--- src/rtl/core_inst_sequencer_if.sv ---
// Host/core-facing signals of the instruction sequencer.
// The master side is the host plus core environment; the slave side is the sequencer.
interface core_inst_sequencer_if #(
  parameter int addr_w = 11
);
  logic              start;
  logic [addr_w-1:0] w_base;
  logic [addr_w-1:0] a_base;
  logic [addr_w-1:0] p_base;
  logic [addr_w-1:0] n_act;
  logic              acc_en;
  logic              ofifo_valid;
  logic [63:0]       inst;
  logic              busy;
  logic              done;

  modport master (
    output start, w_base, a_base, p_base, n_act, acc_en, ofifo_valid,
    input  inst, busy, done
  );

  modport slave (
    input  start, w_base, a_base, p_base, n_act, acc_en, ofifo_valid,
    output inst, busy, done
  );
endinterface

--- src/rtl/core_inst_sequencer.sv ---
// Issues the 64-bit core instruction word for one weight-stationary tile pass:
// weight load, activation execute, then drain of the output FIFO into psum SRAM.
module core_inst_sequencer #(
  parameter int row    = 8,
  parameter int col    = 8,
  parameter int addr_w = 11
) (
  input logic                 clk,
  input logic                 reset,
  core_inst_sequencer_if.slave bus
);

  localparam logic [63:0] IDLE_INST = 64'h0000_0001_800C_0000;
  localparam logic [63:0] LOAD_INST = IDLE_INST | 64'h0000_0000_0000_0009;
  localparam logic [63:0] EXEC_INST = IDLE_INST | 64'h0000_0000_0000_000A;

  localparam logic [addr_w-1:0] ONE      = addr_w'(1);
  localparam logic [addr_w-1:0] ROW_CNT  = addr_w'(row);
  localparam logic [addr_w-1:0] ROW_LAST = addr_w'(row - 1);
  localparam logic [addr_w-1:0] COL_LAST = addr_w'(col - 1);

  typedef enum logic [3:0] {
    IDLE, W_RD, W_LOAD, W_GAP, A_RD, EXEC, D_WAIT, D_RD, D_WR, D_GAP, DONE
  } state_t;

  state_t            state;
  logic [addr_w-1:0] cnt;
  logic [addr_w-1:0] w_base_q;
  logic [addr_w-1:0] a_base_q;
  logic [addr_w-1:0] p_base_q;
  logic [addr_w-1:0] n_act_q;
  logic              acc_q;
  logic [63:0]       inst_q;
  logic              busy_q;
  logic              done_q;

  // SRAM-to-L0 word: l0_wr trails the read by one cycle to cover SRAM latency.
  function automatic logic [63:0] xmem_rd_word(input logic [addr_w-1:0] addr,
                                               input logic rd_en, input logic l0_wr);
    logic [63:0] w;
    w = IDLE_INST;
    if (rd_en) begin
      w[19]          = 1'b0;
      w[7 +: addr_w] = addr;
    end
    w[2] = l0_wr;
    return w;
  endfunction

  function automatic logic [63:0] pmem_word(input logic [addr_w-1:0] addr,
                                            input logic rd, input logic acc);
    logic [63:0] w;
    w               = IDLE_INST;
    w[32]           = 1'b0;
    w[20 +: addr_w] = addr;
    if (rd) begin
      w[35] = 1'b1;
    end else begin
      w[31] = 1'b0;
      w[6]  = 1'b1;
      w[33] = acc;
      w[34] = ~acc;
    end
    return w;
  endfunction

  // state/cnt describe the word currently on inst; each edge picks the next word.
  always_ff @(posedge clk) begin
    if (reset) begin
      state    <= IDLE;
      cnt      <= '0;
      w_base_q <= '0;
      a_base_q <= '0;
      p_base_q <= '0;
      n_act_q  <= '0;
      acc_q    <= 1'b0;
      inst_q   <= IDLE_INST;
      busy_q   <= 1'b0;
      done_q   <= 1'b0;
    end else begin
      inst_q <= IDLE_INST;
      done_q <= 1'b0;
      case (state)
        IDLE: begin
          if (bus.start) begin
            w_base_q <= bus.w_base;
            a_base_q <= bus.a_base;
            p_base_q <= bus.p_base;
            n_act_q  <= bus.n_act;
            acc_q    <= bus.acc_en;
            busy_q   <= 1'b1;
            cnt      <= '0;
            if (bus.n_act == '0) begin
              state  <= DONE;
              done_q <= 1'b1;
            end else begin
              state  <= W_RD;
              inst_q <= xmem_rd_word(bus.w_base, 1'b1, 1'b0);
            end
          end
        end
        W_RD: begin
          if (cnt == ROW_CNT) begin
            state  <= W_LOAD;
            cnt    <= '0;
            inst_q <= LOAD_INST;
          end else begin
            cnt    <= cnt + ONE;
            inst_q <= xmem_rd_word(w_base_q + cnt + ONE, (cnt + ONE) < ROW_CNT, 1'b1);
          end
        end
        W_LOAD: begin
          if (cnt == ROW_LAST) begin
            state <= W_GAP;
            cnt   <= '0;
          end else begin
            cnt    <= cnt + ONE;
            inst_q <= LOAD_INST;
          end
        end
        W_GAP: begin
          if (cnt == COL_LAST) begin
            state  <= A_RD;
            cnt    <= '0;
            inst_q <= xmem_rd_word(a_base_q, 1'b1, 1'b0);
          end else begin
            cnt <= cnt + ONE;
          end
        end
        A_RD: begin
          if (cnt == n_act_q) begin
            state  <= EXEC;
            cnt    <= '0;
            inst_q <= EXEC_INST;
          end else begin
            cnt    <= cnt + ONE;
            inst_q <= xmem_rd_word(a_base_q + cnt + ONE, (cnt + ONE) < n_act_q, 1'b1);
          end
        end
        EXEC: begin
          if (cnt == n_act_q - ONE) begin
            state <= D_WAIT;
            cnt   <= '0;
          end else begin
            cnt    <= cnt + ONE;
            inst_q <= EXEC_INST;
          end
        end
        // cnt is now the output index k; valid is only trusted in D_WAIT.
        D_WAIT: begin
          if (bus.ofifo_valid) begin
            if (acc_q) begin
              state  <= D_RD;
              inst_q <= pmem_word(p_base_q + cnt, 1'b1, 1'b1);
            end else begin
              state  <= D_WR;
              inst_q <= pmem_word(p_base_q + cnt, 1'b0, 1'b0);
            end
          end
        end
        D_RD: begin
          state  <= D_WR;
          inst_q <= pmem_word(p_base_q + cnt, 1'b0, 1'b1);
        end
        D_WR: begin
          state <= D_GAP;
        end
        D_GAP: begin
          if (cnt == n_act_q - ONE) begin
            state  <= DONE;
            done_q <= 1'b1;
          end else begin
            state <= D_WAIT;
            cnt   <= cnt + ONE;
          end
        end
        DONE: begin
          state  <= IDLE;
          busy_q <= 1'b0;
        end
        default: begin
          state  <= IDLE;
          busy_q <= 1'b0;
        end
      endcase
    end
  end

  assign bus.inst = inst_q;
  assign bus.busy = busy_q;
  assign bus.done = done_q;

endmodule

--- src/flat_wrapper.sv ---
// flat-port wrapper written by rule: the top's interface ports become plain ports
module core_inst_sequencer_flat 
#(
  parameter int row    = 8,
  parameter int col    = 8,
  parameter int addr_w = 11
)
  (clk, reset, bus_start, bus_w_base, bus_a_base, bus_p_base, bus_n_act, bus_acc_en, bus_ofifo_valid, bus_inst, bus_busy, bus_done);
  core_inst_sequencer_if #(.addr_w(addr_w)) bus_i ();
  input logic clk;
  input logic reset;
  input wire logic [$bits(bus_i.start)-1:0] bus_start;
  input wire logic [$bits(bus_i.w_base)-1:0] bus_w_base;
  input wire logic [$bits(bus_i.a_base)-1:0] bus_a_base;
  input wire logic [$bits(bus_i.p_base)-1:0] bus_p_base;
  input wire logic [$bits(bus_i.n_act)-1:0] bus_n_act;
  input wire logic [$bits(bus_i.acc_en)-1:0] bus_acc_en;
  input wire logic [$bits(bus_i.ofifo_valid)-1:0] bus_ofifo_valid;
  output wire logic [$bits(bus_i.inst)-1:0] bus_inst;
  output wire logic [$bits(bus_i.busy)-1:0] bus_busy;
  output wire logic [$bits(bus_i.done)-1:0] bus_done;
  assign bus_i.start = bus_start;
  assign bus_i.w_base = bus_w_base;
  assign bus_i.a_base = bus_a_base;
  assign bus_i.p_base = bus_p_base;
  assign bus_i.n_act = bus_n_act;
  assign bus_i.acc_en = bus_acc_en;
  assign bus_i.ofifo_valid = bus_ofifo_valid;
  assign bus_inst = bus_i.inst;
  assign bus_busy = bus_i.busy;
  assign bus_done = bus_i.done;
  core_inst_sequencer #(.row(row), .col(col), .addr_w(addr_w)) u_core (.clk(clk), .reset(reset), .bus(bus_i));
endmodule
--- config.mk ---
export PLATFORM = sky130hd
export DESIGN_NAME = core_inst_sequencer_flat
export DESIGN_NICKNAME = d
export VERILOG_FILES = /design/src/rtl/core_inst_sequencer_if.sv /design/src/rtl/core_inst_sequencer.sv /design/src/flat_wrapper.sv
export SDC_FILE = /design/constraint.sdc
export NUM_CORES = 1
export LEC_CHECK = 0
export ABC_AREA = 0
export BUFFER_PORTS_ARGS = -buffer_cell sky130_fd_sc_hd__buf_4
export CORE_MARGIN = 1.5
export CORE_UTILIZATION = 58
export CTS_BUF_LIST = sky130_fd_sc_hd__clkbuf_4 sky130_fd_sc_hd__clkbuf_8
export CTS_CLUSTER_DIAMETER = 50
export DETAILED_ROUTE_END_ITERATION = 10
export HOLD_SLACK_MARGIN = 0.08
export PLACE_DENSITY = 0.9
export SYNTH_ARGS = -nofsm -noshare
export SYNTH_HDL_FRONTEND = slang
export SYNTH_SLANG_ARGS = --single-unit
--- constraint.sdc ---
create_clock -name clk -period 3.6 [get_ports clk]
set_input_delay 0.18 -clock clk [delete_from_list [all_inputs] [get_ports clk]]
set_output_delay 0.18 -clock clk [all_outputs]
set_load 0.1 [all_outputs]
==> out/results.txt, run 1 <==
Outcome: complete, no violations
Yosys cell types: 76
Synth Area in Simple Gates: 21.16%
Crit end category: flip-flop
CP max-delay cell: dfxtp_1
CTS Buf Count: 9
Fin Clk Skew: 0.01841 ns
Worst Hold Class: input port to flip-flop
Synth Cell Area: 0.006180 mm2
Yosys warnings: 0
Post-DP HPWL: 11760 um
Max-Cap Viols: 0
Post-Synth Adder-Cell Area: 9.881%
DIE WIDTH: 106.2 um
Critical Path AT: 3.52 ns
Max-slew violations: 0
Final Cycle Share: 89.52%
Largest net degree at the start of global routing: 57
VDD IR max: 0.4517 mV
Post-synth EDFFs: 0
Area share of the largest cell type after synthesis: 30.78%
Largest family of logic cells by synthesized area: simple AND/OR/NAND/NOR gates
Clock transition at path regs: 0.09 ns
Post-synthesis mux area share: 0.8301%
DIE AREA: 0.01128 mm2
Crit path kind: flip-flop to flip-flop
Crit-path max cell delay: 0.49 ns
H-tree depth: 3
Worst-margin pin slew: 0.8752 ns
IO Count: 115
Vias in the first global route: 5582
Clock Tree Root: clkbuf_8
Mean Syn Cell Area: 7.974 um2
DRC: 0
P&R area growth vs syn: 18.63%
Final Setup Violations: 0
CP Launch Type: flip-flop
Worst path cell trace: ha_1 -> and3_1 -> nand3_1 -> xnor2_1 -> ha_1 -> a21oi_1 -> nor2b_1 -> o21ai_0 -> nand4_1 -> or3_1 -> a31oi_1
LEAKAGE: 3.143 nW
PwrDens: 607.6 mW/mm2
Global-route wire length before repair: 27090 um
Post-layout nets: 966
Initial antenna violation count: 0
Antenna cell count: 0
Post-synth top area cell: dfxtp_1
Final hold violation count: 0
Post-synth ARST share: 0%
Top cells by area, synth: dfxtp_1, ha_1, nand2_1, a21oi_1, xnor2_1
Clock Path Buffers: 2
# clock sinks: 95
Tot GR Track Use: 30.10%
RSZ-0062 raised after global routing: false
Most frequent cells in the layout: nand2_1, buf_4, dfxtp_1
Post-Route Setup TNS: 0 ns
Gpl congestion: 0.9459
Routed Antenna Nets: 0
Area fraction in compound gates after synthesis: 20.61%
Count of input and output buffers: 83
CP Max Fanout: 8
Crit-path leading delay family: simple AND/OR/NAND/NOR gates
Cell Rows: 37
Vias: 5980
Drt first-iter violations: 697
Core Region: 0.01032 mm2
Post-Synth XOR/XNOR Area: 6.803%
Flops & latches, synth: 95
CTS tree: done
Most used DFF post-synth: dfxtp_1
Routed vias/inst: 5.915
Fmax: 310.3 MHz
Postcts setup bufs: 0
Min cycle time layout: 3.223 ns
Sequential fraction of the synthesis area: 30.78%
DR WL/cell: 16.58 um
Post-Route WL: 16770 um
Total grt overflow: 0
Max-slew headroom: 41.57%
Fillers: 761
Layout cells sized above 1: 16.11%
Critical Path Most Common Cell: ha_1
Buffers plus inverters on the worst setup path: 0
Die height: 106.2 um
Post-Syn Instances: 775
First-pass detailed-route iteration total: 6
Critical path data required time: 3.89 ns
Starting Density: 59.86%
Overall Power: 0.004454 W
Most common cell after layout, fill and taps aside: nand2_1
Worst-Skew Late Latency: 0.38 ns
==> final cells by class <==
class                      count  area [um2]  share of cell area [%]
clock buffer                  10       137.6                   1.877
inverter                      40       150.1                   2.048
tap                          136       170.2                   2.321
sequential                    95        1903                   25.96
timing repair buffer         133        1091                   14.88
clock inverter                 6       92.59                   1.263
multi-input combinational    591        3786                   51.65
==> kinds of logic after synthesis <==
kind of cell	Yosys count
other cells	2
compound gates	184
mux	5
xor+xnor	48
fa+ha+maj	47
buf+inv	118
simple gates	276
flops	95
==> power breakdown <==
| part | switching [W] | internal (W) | total [W] | leakage (nW) |
|---|---|---|---|---|
| sequential | 0.000226 | 0.00121 | 0.00144 | 0.774 |
| clock | 0.000399 | 0.000414 | 0.000813 | 0.109 |
| combinational | 0.00145 | 0.000757 | 0.00220 | 2.26 |
| total | 0.00207 | 0.00238 | 0.00445 | 3.14 |
==> metrics by stage <==
step	std cells	hold WS, ns	utilization (%)	cell area, um2	setup slack (ns)
final	1011	0.07324	71.01	7331	0.3771
after global routing	1011	0.07998	71.01	7331	0.1365
after CTS	1011	0.08011	71.00	7330	0.3040
after detailed placement	958	0.4371	65.18	6729	0.3617
after global placement	958	0.4328	65.18	6729	0.4494
after floorplan	804	0.3160	-	6289	0.4906
==> layer usage <==
layer	part of all wire [%]	track usage (%)	wire length (um)
met2	46	48.25	7693
met5	0	0	0
met1	42	40.70	7006
met4	2.7	11.20	456
met3	9.6	4.844	1610
==> sequential cells by signal (all words and copies together) (netlist names) <==
| name | flops |
|---|---|
| u_core.state | 4 |
| u_core.acc_q | 1 |
| u_core.w_base_q | 11 |
| u_core.p_base_q | 11 |
| u_core.cnt | 11 |
| u_core.n_act_q | 11 |
| u_core.bus.inst | 33 |
| u_core.bus.done | 1 |
| u_core.bus.busy | 1 |
| u_core.a_base_q | 11 |
==> timing repair <==
action | CTS | global route
setup endpoints to repair | 0 | 1
gates resized for setup | 0 | 1
hold endpoints to repair | 37 | 0
hold buffers | 37 | 0
==> synthesized netlist by cell type, types with 6 or more instances <==
master,number
inv_1,39
nor2_1,52
clkbuf_1,24
nor4_1,9
a21o_1,11
buf_4,34
nand2_1,120
nor3_1,14
nand3_1,17
nor2b_1,8
a21oi_1,75
nand4_1,13
xnor2_1,30
or2_2,6
o21ai_0,21
a31oi_1,9
xor2_1,18
buf_2,15
ha_1,44
dfxtp_1,95
a32oi_1,6
or3_1,9
o32ai_1,6
==> tightest hold or removal path: cells and delay by family <==
family | cells | cell delay (ns)
AOI/OAI and AO/OA | 1 | 0.05
buffers and inverters | 1 | 0.11
and+or+nand+nor | 1 | 0.06
==> final timing paths <==
| path | slack [ns] | cells past startpoint | from | endpoint |
|---|---|---|---|---|
| worst min-delay path | 0.07 | 3 | bus_n_act[1] | u_core.n_act_q[1]$_SDFFE_PP0P_ |
| worst max-delay path | 0.38 | 11 | u_core.cnt[0]$_SDFFE_PP0P_ | u_core.bus.inst[8]$_SDFF_PP0_ |
| worst max register to register | 0.38 | 11 | u_core.cnt[0]$_SDFFE_PP0P_ | u_core.bus.inst[8]$_SDFF_PP0_ |
| worst min register to register | 0.47 | 2 | u_core.w_base_q[0]$_SDFFE_PP0P_ | u_core.w_base_q[0]$_SDFFE_PP0P_ |
(Power assumes the default switching activity.)
==> run 2, diff against run 1 <==
Settings changed: ABC_AREA 0 to 1, PLACE_DENSITY 0.9 to 0.89.
==> run 2 against run 1 <==
  * Area after synthesis is 3.7% higher
  * Clock skew decreased by 0.0035 ns
  * Count of clock-buffer cells in the layout did not move
  * Core utilization down 1.9 points
  * Largest cell class unchanged
==> out/results.txt, run 2 <==
Outcome: complete, no violations (unchanged)
Most used DFF post-synth: dfxtp_1 (unchanged)
CTS tree: done (unchanged)
VDD IR max: 0.4822 mV (was 0.4517 mV)
Mean Syn Cell Area: 6.599 um2 (was 7.974 um2)
Max-Cap Viols: 0 (unchanged)
Antenna cell count: 0 (unchanged)
Starting Density: 59.37% (was 59.86%)
Worst-Skew Late Latency: 0.38 ns (about the same)
CP max-delay cell: dfxtp_1 (unchanged)
Most common cell after layout, fill and taps aside: nand2_1 (unchanged)
Yosys warnings: 0 (unchanged)
PwrDens: 687.1 mW/mm2 (was 607.6 mW/mm2)
Min cycle time layout: 3.204 ns (was 3.223 ns)
Dpl cells: 1183 (was 958)
Layout cells sized above 1: 12.81% (was 16.11%)
Most frequent cells in the layout: nand2_1, nor2_1, inv_1 (was nand2_1, buf_4, dfxtp_1)
H-tree depth: 3 (unchanged)
Vias in the first global route: 6197 (was 5582)
Cell Rows: 38 (was 37)
Max-slew headroom: 54.27% (was 41.57%)
Overall Power: 0.005127 W (was 0.004454 W)
Top cells by area, synth: dfxtp_1, nand2_1, ha_1, nor2_1, inv_1 (was dfxtp_1, ha_1, nand2_1, a21oi_1, xnor2_1)
Synth Cell Area: 0.006407 mm2 (was 0.006180 mm2)
Tot GR Track Use: 34.20% (was 30.10%)
Largest net degree at the start of global routing: 44 (was 57)
DR WL/cell: 16.16 um (was 16.58 um)
Area of the multi-input gates: 0.003795 mm2 (was 0.003786 mm2)
Critical Path Most Common Cell: nand3_1 (was ha_1)
Post-Route Setup TNS: 0 ns (unchanged)
Pre-CTS setup slack: 0.4530 ns (was 0.3617 ns)
Core Region: 0.01079 mm2 (was 0.01032 mm2)
DRC: 0 (unchanged)
DIE AREA: 0.01169 mm2 (was 0.01128 mm2)
Fin Clk Skew: 0.01491 ns (was 0.01841 ns)
Top cells by count, synth: nand2_1, nor2_1, inv_1 (was nand2_1, dfxtp_1, a21oi_1)
Fillers: 973 (was 761)
CP Launch Type: flip-flop (unchanged)
P&R area growth vs syn: 16.44% (was 18.63%)
CTS Buf Count: 9 (unchanged)
RSZ-0062 raised after global routing: false (unchanged)
Post-Layout Cell Count: 1217 (was 1011)
Vias: 6786 (was 5980)
Global-route wire length before repair: 30660 um (was 27090 um)
Crit end category: flip-flop (unchanged)
Post-DP HPWL: 15060 um (was 11760 um)
Clock transition at path regs: 0.10 ns (was 0.09 ns)
Die height: 108.1 um (was 106.2 um)
Routed Antenna Nets: 0 (unchanged)
Clock Path Buffers: 2 (unchanged)
Critical path data required time: 3.91 ns (was 3.89 ns)
Sequential fraction of the synthesis area: 29.68% (was 30.78%)
Total grt overflow: 0 (unchanged)
LEAKAGE: 3.665 nW (was 3.143 nW)
Final WS setup: 0.3959 ns (was 0.3771 ns)
Gpl congestion: 0.9587 (was 0.9459)
Worst Hold Class: input port to flip-flop (unchanged)
Fin area: 0.007461 mm2 (was 0.007331 mm2)
Crit path kind: flip-flop to flip-flop (unchanged)
Worst path cell trace: ha_1 -> nand3_1 -> nor2_2 -> nand3_1 -> xor2_1 -> ha_1 -> a21oi_1 -> o21a_1 -> nand3_1 -> nor2_2 -> inv_1 -> o21bai_1 -> inv_1 -> a21oi_1 (was ha_1 -> and3_1 -> nand3_1 -> xnor2_1 -> ha_1 -> a21oi_1 -> nor2b_1 -> o21ai_0 -> nand4_1 -> or3_1 -> a31oi_1)
Post-synth EDFFs: 0 (unchanged)
Critical Path AT: 3.51 ns (was 3.52 ns)
Post-Route WL: 19660 um (was 16770 um)
Storage cell area: 0.001902 mm2 (was 0.001903 mm2)
Clock Tree Root: clkbuf_8 (unchanged)
Fmax: 312.1 MHz (was 310.3 MHz)
Routed vias/inst: 5.576 (was 5.915)
Final Setup Violations: 0 (unchanged)
Crit-path max cell delay: 0.54 ns (was 0.49 ns)
DIE WIDTH: 108.1 um (was 106.2 um)
Final Cycle Share: 89.00% (was 89.52%)
Dpl cell area: 0.007073 mm2 (was 0.006729 mm2)
Max reg flops: 33 (unchanged)
Post-synth ARST share: 0% (unchanged)
Post-layout nets: 1168 (was 966)
Yosys cell types: 44 (was 76)
IO Count: 115 (unchanged)
# clock sinks: 95 (unchanged)
Flops & latches, synth: 95 (unchanged)
Count of input and output buffers: 83 (unchanged)
Max-slew violations: 0 (unchanged)
Drt first-iter violations: 656 (was 697)
Worst-margin pin slew: 0.6851 ns (was 0.8752 ns)
Initial antenna violation count: 0 (unchanged)
CP Max Fanout: 9 (was 8)
Post-synth top area cell: dfxtp_1 (unchanged)
First-pass detailed-route iteration total: 6 (unchanged)
Area share of the largest cell type after synthesis: 29.68% (was 30.78%)
Final hold violation count: 0 (unchanged)
Post-Syn Instances: 971 (was 775)
Most common cell in the netlist: nand2_1 (unchanged)
-- run 2: cell types whose count changed after synthesis, sizes merged, moves of 11 or more --
cell,delta
a21oi,+12
buf,-15
clkbuf,-11
inv,+89
nand2,+74
nand3,+40
nor2,+88
o21ai,+52
xnor2,-22
-- run 2: cell families (layout without fill, tap and decap cells) --
kind of cell / after synthesis / in the layout / synth area share (%)
AND/OR/NAND/NOR: 434 / 434 / 29.19
XOR/XNOR: 23 / 23 / 3.144
adder cells (fa/ha/maj): 47 / 47 / 9.529
other: 2 / 31 / 0.1172
AO/OA/AOI/OAI: 188 / 188 / 15.54
buffers and inverters: 182 / 259 / 12.79
flip-flops: 95 / 95 / 29.68
-- run 2: worst paths after layout --
kind	start	to	slack [ns]	cells after the start
min	bus_a_base[7]	u_core.a_base_q[7]$_SDFFE_PP0P_	0.09	3
min reg2reg	u_core.acc_q$_SDFFE_PP0P_	u_core.bus.inst[34]$_SDFF_PP0_	0.44	1
max	u_core.cnt[0]$_SDFFE_PP0P_	u_core.bus.inst[7]$_SDFF_PP0_	0.40	14
max reg2reg	u_core.cnt[0]$_SDFFE_PP0P_	u_core.bus.inst[7]$_SDFF_PP0_	0.40	14
-- run 2: critical path: cells and delay by family (launching register included) --
kind / cells / cell delay [ns]
adder cells (fa/ha/maj): 2 / 0.57
XOR/XNOR: 1 / 0.28
buffers and inverters: 2 / 0.21
AND/OR/NAND/NOR: 5 / 0.95
AO/OA/AOI/OAI: 4 / 0.57
flip-flops: 1 / 0.54
-- run 2: report_power, final --
| part | total, W | leakage, nW | switching [W] | internal (W) |
|---|---|---|---|---|
| sequential | 0.00148 | 0.779 | 0.000223 | 0.00126 |
| combinational | 0.00289 | 2.79 | 0.00203 | 0.000851 |
| clock | 0.000758 | 0.100 | 0.000417 | 0.000341 |
| total | 0.00513 | 3.66 | 0.00267 | 0.00245 |
-- run 2: timing repair --
item,4_1_cts,5_1_grt
resized for setup,0,0
hold buffers,18,0
setup buffers,0,0
hold endpoints to repair,18,0
-- run 2: metal layers --
metal | up-vias | share of wire (%) | global-route usage, %
met5 | - | 0 | 0
met4 | 0 | 4.8 | 16.54
met3 | 65 | 9.8 | 6.570
met2 | 376 | 45 | 55.61
met1 | 3042 | 41 | 43.47
li1 | 3303 | - | -
-- run 2: area by class of cell --
type / count / area share [%]
multi-input cells: 723 / 50.86
clock inverters: 6 / 1.023
clock buffers: 10 / 1.761
flip-flops and latches: 95 / 25.49
inverters: 130 / 6.540
well taps: 140 / 2.348
repair buffers: 113 / 11.97
-- run 2: stage by stage --
| stage | utilization [%] | hold WS (ns) |
|---|---|---|
| 6_report | 69.13 | 0.08941 |
| 5_1_grt | 69.13 | 0.09059 |
| 4_1_cts | 69.13 | 0.08064 |
| 3_5_place_dp | 65.53 | 0.4113 |
| 3_3_place_gp | 65.53 | 0.4051 |
| 2_1_floorplan | - | 0.3149 |
